### src/rtl/div_sequencer.sv
// div_sequencer: multi-cycle unsigned divide/modulo sequencer for mips_16.
// Restoring shift-subtract, one quotient bit per cycle, stalls IF/ID meanwhile.
module div_sequencer #(
  parameter int WIDTH = 16
) (
  input  logic             clk,
  input  logic             rst,
  input  logic             start,
  input  logic             op_mod,
  input  logic [WIDTH-1:0] dividend,
  input  logic [WIDTH-1:0] divisor,
  input  logic             flush,
  output logic             busy,
  output logic             stall,
  output logic             done,
  output logic [WIDTH-1:0] result,
  output logic             div_by_zero
);

  localparam int CW = (WIDTH > 1) ? $clog2(WIDTH) : 1;
  localparam logic [CW-1:0] LAST = CW'(WIDTH - 1);

  typedef enum logic [1:0] {
    S_IDLE,
    S_RUN,
    S_DONE
  } state_t;

  state_t           state;
  state_t           state_n;
  logic [WIDTH-1:0] quo;
  logic [WIDTH-1:0] rem;
  logic [WIDTH-1:0] dvs;
  logic             op_mod_q;
  logic [CW-1:0]    cnt;

  logic [WIDTH:0]   t;
  logic [WIDTH:0]   diff;
  logic             ge;
  logic [WIDTH-1:0] rem_n;
  logic [WIDTH-1:0] quo_n;
  logic             accept;
  logic             last;
  logic             dvs_zero;

  assign accept   = (state == S_IDLE) & start & ~flush;
  assign last     = (cnt == LAST);
  assign dvs_zero = (divisor == '0);

  // one restoring step: shift next dividend bit into the partial remainder
  always_comb begin
    t     = {rem, quo[WIDTH-1]};
    diff  = t - {1'b0, dvs};
    ge    = (t >= {1'b0, dvs});
    rem_n = ge ? diff[WIDTH-1:0] : t[WIDTH-1:0];
    quo_n = {quo[WIDTH-2:0], ge};
  end

  // next-state logic; flush overrides everything
  always_comb begin
    state_n = state;
    if (flush) begin
      state_n = S_IDLE;
    end else begin
      unique case (state)
        S_IDLE: begin
          if (start) begin
            state_n = dvs_zero ? S_DONE : S_RUN;
          end
        end
        S_RUN: begin
          if (last) begin
            state_n = S_DONE;
          end
        end
        S_DONE: begin
          state_n = S_IDLE;
        end
        default: begin
          state_n = S_IDLE;
        end
      endcase
    end
  end

  // stall must not wait a cycle: the request cycle itself freezes IF/ID
  assign stall = accept | (state == S_RUN);

  // state register
  always_ff @(posedge clk) begin
    if (rst) begin
      state <= S_IDLE;
    end else begin
      state <= state_n;
    end
  end

  // status flags registered from the next state
  always_ff @(posedge clk) begin
    if (rst) begin
      busy <= 1'b0;
      done <= 1'b0;
    end else begin
      busy <= (state_n != S_IDLE);
      done <= (state_n == S_DONE);
    end
  end

  // datapath: operand capture, iteration, result load
  always_ff @(posedge clk) begin
    if (rst) begin
      quo         <= '0;
      rem         <= '0;
      dvs         <= '0;
      op_mod_q    <= 1'b0;
      cnt         <= '0;
      result      <= '0;
      div_by_zero <= 1'b0;
    end else if (accept) begin
      op_mod_q <= op_mod;
      dvs      <= divisor;
      quo      <= dividend;
      rem      <= '0;
      cnt      <= '0;
      if (dvs_zero) begin
        result      <= op_mod ? dividend : '1;
        div_by_zero <= 1'b1;
      end
    end else if ((state == S_RUN) && !flush) begin
      quo <= quo_n;
      rem <= rem_n;
      cnt <= cnt + 1'b1;
      if (last) begin
        result      <= op_mod_q ? rem_n : quo_n;
        div_by_zero <= 1'b0;
      end
    end
  end

endmodule

### config.mk
export PLATFORM = sky130hd
export DESIGN_NAME = div_sequencer
export DESIGN_NICKNAME = d
export VERILOG_FILES = /design/src/rtl/div_sequencer.sv
export SDC_FILE = /design/constraint.sdc
export NUM_CORES = 1
export LEC_CHECK = 0
export ABC_AREA = 1
export CAP_MARGIN = 5
export CORE_MARGIN = 1
export CORE_UTILIZATION = 50
export CTS_BUF_LIST = sky130_fd_sc_hd__clkbuf_8
export DETAILED_ROUTE_END_ITERATION = 10
export PLACE_DENSITY = 0.7
export SLEW_MARGIN = 20
export SYNTH_ARGS = -nofsm -noshare
export SYNTH_HDL_FRONTEND = slang
export SYNTH_SLANG_ARGS = --single-unit
export TNS_END_PERCENT = 1
### constraint.sdc
create_clock -name clk -period 2.3 [get_ports clk]
set_input_delay 0.46 -clock clk [delete_from_list [all_inputs] [get_ports clk]]
set_output_delay 0.46 -clock clk [all_outputs]
set_load 0.1 [all_outputs]
==> summary.txt <==
Floorplan
  – IO Count: 57
  – Effective utilization at floorplan: 51.9%
  – Total number of placement rows: 34
  – Die footprint: 9430 µm²
  – Overall die width: 97.1 µm
  – Die height: ~100 µm
  – Core Area: 8720 µm²

Layout
  – Count of nets after finishing: roughly 810
  – Fraction of final layout cells sized beyond drive strength 1: 15.7%
  – Layout overhead on the synthesized area: 24.5%
  – Final Instance Count excl. Fillers: 871
  – Antenna cell count: 0
  – Count of filler cells inserted in the layout: 818

Clocking
  – Clock-pin transition on the worst setup and hold timing paths: 0.07 ns
  – Total of hold buffers inserted after clock tree synthesis: 0
  – Clock Latency Late Sink: about 0.35 ns
  – Number of buffers on the longest clock path: 2
  – Buffers inserted during post-CTS setup optimization: 0
  – Number of buffers added by the clock tree synthesis step: 9
  – Clock tree sinks: 74
  – CTS tree: built
  – Depth of the CTS H-tree: 3
  – Root buffer cell: sky130_fd_sc_hd__clkbuf_8
  – Count of instances resized after the clock tree is built: 0

Yosys
  – Cell variety after synth: 36
  – Top FF cell, synth: sky130_fd_sc_hd__dfxtp_1
  – Top cells by area, synth: sky130_fd_sc_hd__dfxtp_1 33%, sky130_fd_sc_hd__nand2_1 15%, sky130_fd_sc_hd__inv_1 8.3%
  – EDFF count, synth: 0
  – Number of nets in the synthesized netlist: 745
  – Total of warnings raised by yosys: 0
  – Synthesized area per cell: 6.55 µm²
  – Fraction of registers with async set or reset after synthesis: 0%
  – Synthesized netlist cell count: 690
  – Most common cell in the netlist: sky130_fd_sc_hd__nand2_1
  – Most frequent cells after synthesis: 179 x sky130_fd_sc_hd__nand2_1, 100 x sky130_fd_sc_hd__inv_1, 79 x sky130_fd_sc_hd__nor2_1
  – Share of the synthesized area in the top cell type: about a third
  – Cell type with the highest aggregate area in the netlist: sky130_fd_sc_hd__dfxtp_1
  – Share of the yosys chip area belonging to registers: 32.8%
  – Cell area after synthesis: 4520 µm²
  – Register bit total from synthesis: 74

STA
  – Worst slew margin relative to its limit: 67.7%
  – Maximum operating frequency: 463 MHz
  – Number of pins with negative max-slew slack in the final report: 0
  – Fin. Hold Viols: 0
  – Worst Max-Slew Pin Slew: 0.482 ns
  – Final setup violating endpoints: 0
  – Clock tree skew after final layout: 0.0144 ns
  – Final worst-path setup slack: 0.140 ns
  – Post-route clock period utilization: 93.9%
  – Setup Total Neg Slack: 0 ns
  – RSZ-0062 raised after global routing: true
  – Post-route minimum period: 2.16 ns

Min path
  – Class of the most critical hold timing path: reg -> reg

Status
  – Status: completed

Routing
  – Number of nets still failing antenna checks after routing: 0
  – DRT iter0 DRCs: 213
  – Final routed DRC violation total: 0
  – Per-cell via count in the routed design: 5.15
  – Average detailed-routed wire length per instance: 13.1 µm
  – 1st-pass router iterations: 5
  – WL final: 11.4 mm
  – Via Count: 4487

Pwr
  – Leakage dissipation: 0.00271 µW
  – Worst vdd ir: 0.438 mV
  – Power per standard cell area: 630 nW/µm²

Critical path
  – Setup slack on the worst flop-to-flop path: 0.14 ns
  – Setup crit end: result[4]
  – Reg2reg end: result[4]
  – Critical path type: reg -> reg
  – WP data arrival: 2.44 ns
  – RR Startpoint: rem[7]
  – Category of the worst setup path capture point: flip-flop
  – Biggest fanout along the worst timing path: 12
  – Number of cell instances on the worst register-to-register path: 14
  – CP Data Required Time: 2.58 ns
  – Timing startpoint of the critical path: rem[7]
  – Critical Path Start Type: flip-flop

Placement
  – Placed Instances: about 850
  – Global placement routability congestion: roughly 0.86
  – Setup WS pre-CTS: -0.0912 ns
  – DPL Wire Length: 8.68 mm
  – Port Buffer Count: 56

Flow run
  – Max-capacitance violation count: 0

Global route
  – Largest net degree at the start of global routing: 33
  – Vias in the first global route: roughly 4.2k
  – Number of antenna violations at the first check in global routing: 0
  – First-pass GRT wire length: 19.4 mm
  – Total gr overflow: 0
  – Overall routing resource usage: 25.1%
## cell families (layout without fill, tap and decap cells)
logic type | count (synthesis) | in the layout | share of synthesized area [%]
xor gates and xnor gates | 8 | 8 | 1.55
adders and majority gates | 18 | 18 | 5.15
buffers and inverters | 132 | 204 | 11.7
AOI/OAI and AO/OA | 138 | 138 | 18.3
and+or+nand+nor | 320 | 321 | 30.5
DFF | 74 | 74 | 32.8
## flip-flops by register name, summed over array words and instances, names as in the netlist
register / cells
dvs: 16
done: 1
cnt: 4
div_by_zero: 1
state: 2
busy: 1
rem: 16
result: 16
quo: 16
op_mod_q: 1
## layer usage
layer	wire (µm)	GRT usage [%]	vias up
li1	-	-	2343
met1	5500	33.2	2030
met2	5310	41.7	97
met3	484	4.24	17
met4	146	7.69	0
met5	0	0	-
## layout by cell type (no fill, tap or decap), types with 5 or more instances in the layout
cell                              synthesis  final
sky130_fd_sc_hd__clkbuf_8                 0     12
sky130_fd_sc_hd__ha_1                    17     11
sky130_fd_sc_hd__a221oi_1                15     15
sky130_fd_sc_hd__a21oi_2                 14     15
sky130_fd_sc_hd__xnor2_1                  5      5
sky130_fd_sc_hd__a21oi_1                 51     50
sky130_fd_sc_hd__clkdlybuf4s50_1          0     36
sky130_fd_sc_hd__nor2_2                   4      6
sky130_fd_sc_hd__nand2_2                  3      7
sky130_fd_sc_hd__nand3_1                 25     25
sky130_fd_sc_hd__inv_1                  100    100
sky130_fd_sc_hd__nor2_1                  79     77
sky130_fd_sc_hd__buf_4                    0     43
sky130_fd_sc_hd__nand3_2                  8      8
sky130_fd_sc_hd__nand4_1                  5      5
sky130_fd_sc_hd__nand2_1                179    175
sky130_fd_sc_hd__o21ai_0                 47     47
sky130_fd_sc_hd__dfxtp_1                 74     74
## power by group
group,total [µW],switching [µW],internal (µW)
sequential,1350,28.6,1330
combinational,998,624,374
clock,1190,493,701
total,3550,1150,2400
## worst max-delay path, stage by stage (launching register included)
cell                      delay (ns)
sky130_fd_sc_hd__dfxtp_1        0.45
sky130_fd_sc_hd__ha_4           0.25
sky130_fd_sc_hd__nand2_1        0.12
sky130_fd_sc_hd__inv_1          0.06
sky130_fd_sc_hd__nand2_1        0.07
sky130_fd_sc_hd__nand2_1        0.07
sky130_fd_sc_hd__inv_1          0.09
sky130_fd_sc_hd__nand3_2        0.11
sky130_fd_sc_hd__nand2_4        0.16
sky130_fd_sc_hd__nand2_4        0.17
sky130_fd_sc_hd__o21ai_4        0.20
sky130_fd_sc_hd__nand2_1        0.10
sky130_fd_sc_hd__nand2_1        0.06
sky130_fd_sc_hd__nand2_1        0.06
sky130_fd_sc_hd__a21oi_2        0.11
## worst min path at each step
stage / depth (start not counted) / end / slack, ns / startpoint
2_1_floorplan: 2 / dvs[10] / 0.43 / dvs[10]
3_3_place_gp: 2 / dvs[13] / 0.45 / dvs[13]
3_5_place_dp: 2 / dvs[13] / 0.45 / dvs[13]
4_1_cts: 2 / dvs[13] / 0.46 / dvs[13]
5_1_grt: 2 / dvs[13] / 0.49 / dvs[13]
6_report: 2 / dvs[13] / 0.46 / dvs[13]
## per-stage QoR
stage          utilization (%)  hold slack (ns)  power, µW  area (µm²)
2_1_floorplan                -            0.433       2070        4520
3_3_place_gp              60.6            0.448       2310        5290
3_5_place_dp              60.6            0.453       2320        5290
4_1_cts                   63.4            0.464       3510        5530
5_1_grt                   64.5            0.489       3740        5630
6_report                  64.5            0.459       3550        5630
## area by class of cell
type	instances	area, µm²	area share [%]
clock buffer	12	165	2.93
inverter	105	394	7.00
timing repair buffer	83	763	13.6
tap	108	135	2.40
multi-input combinational	485	2620	46.5
clock inverter	4	72.6	1.29
sequential	74	1480	26.3
(Power assumes the default switching activity.)
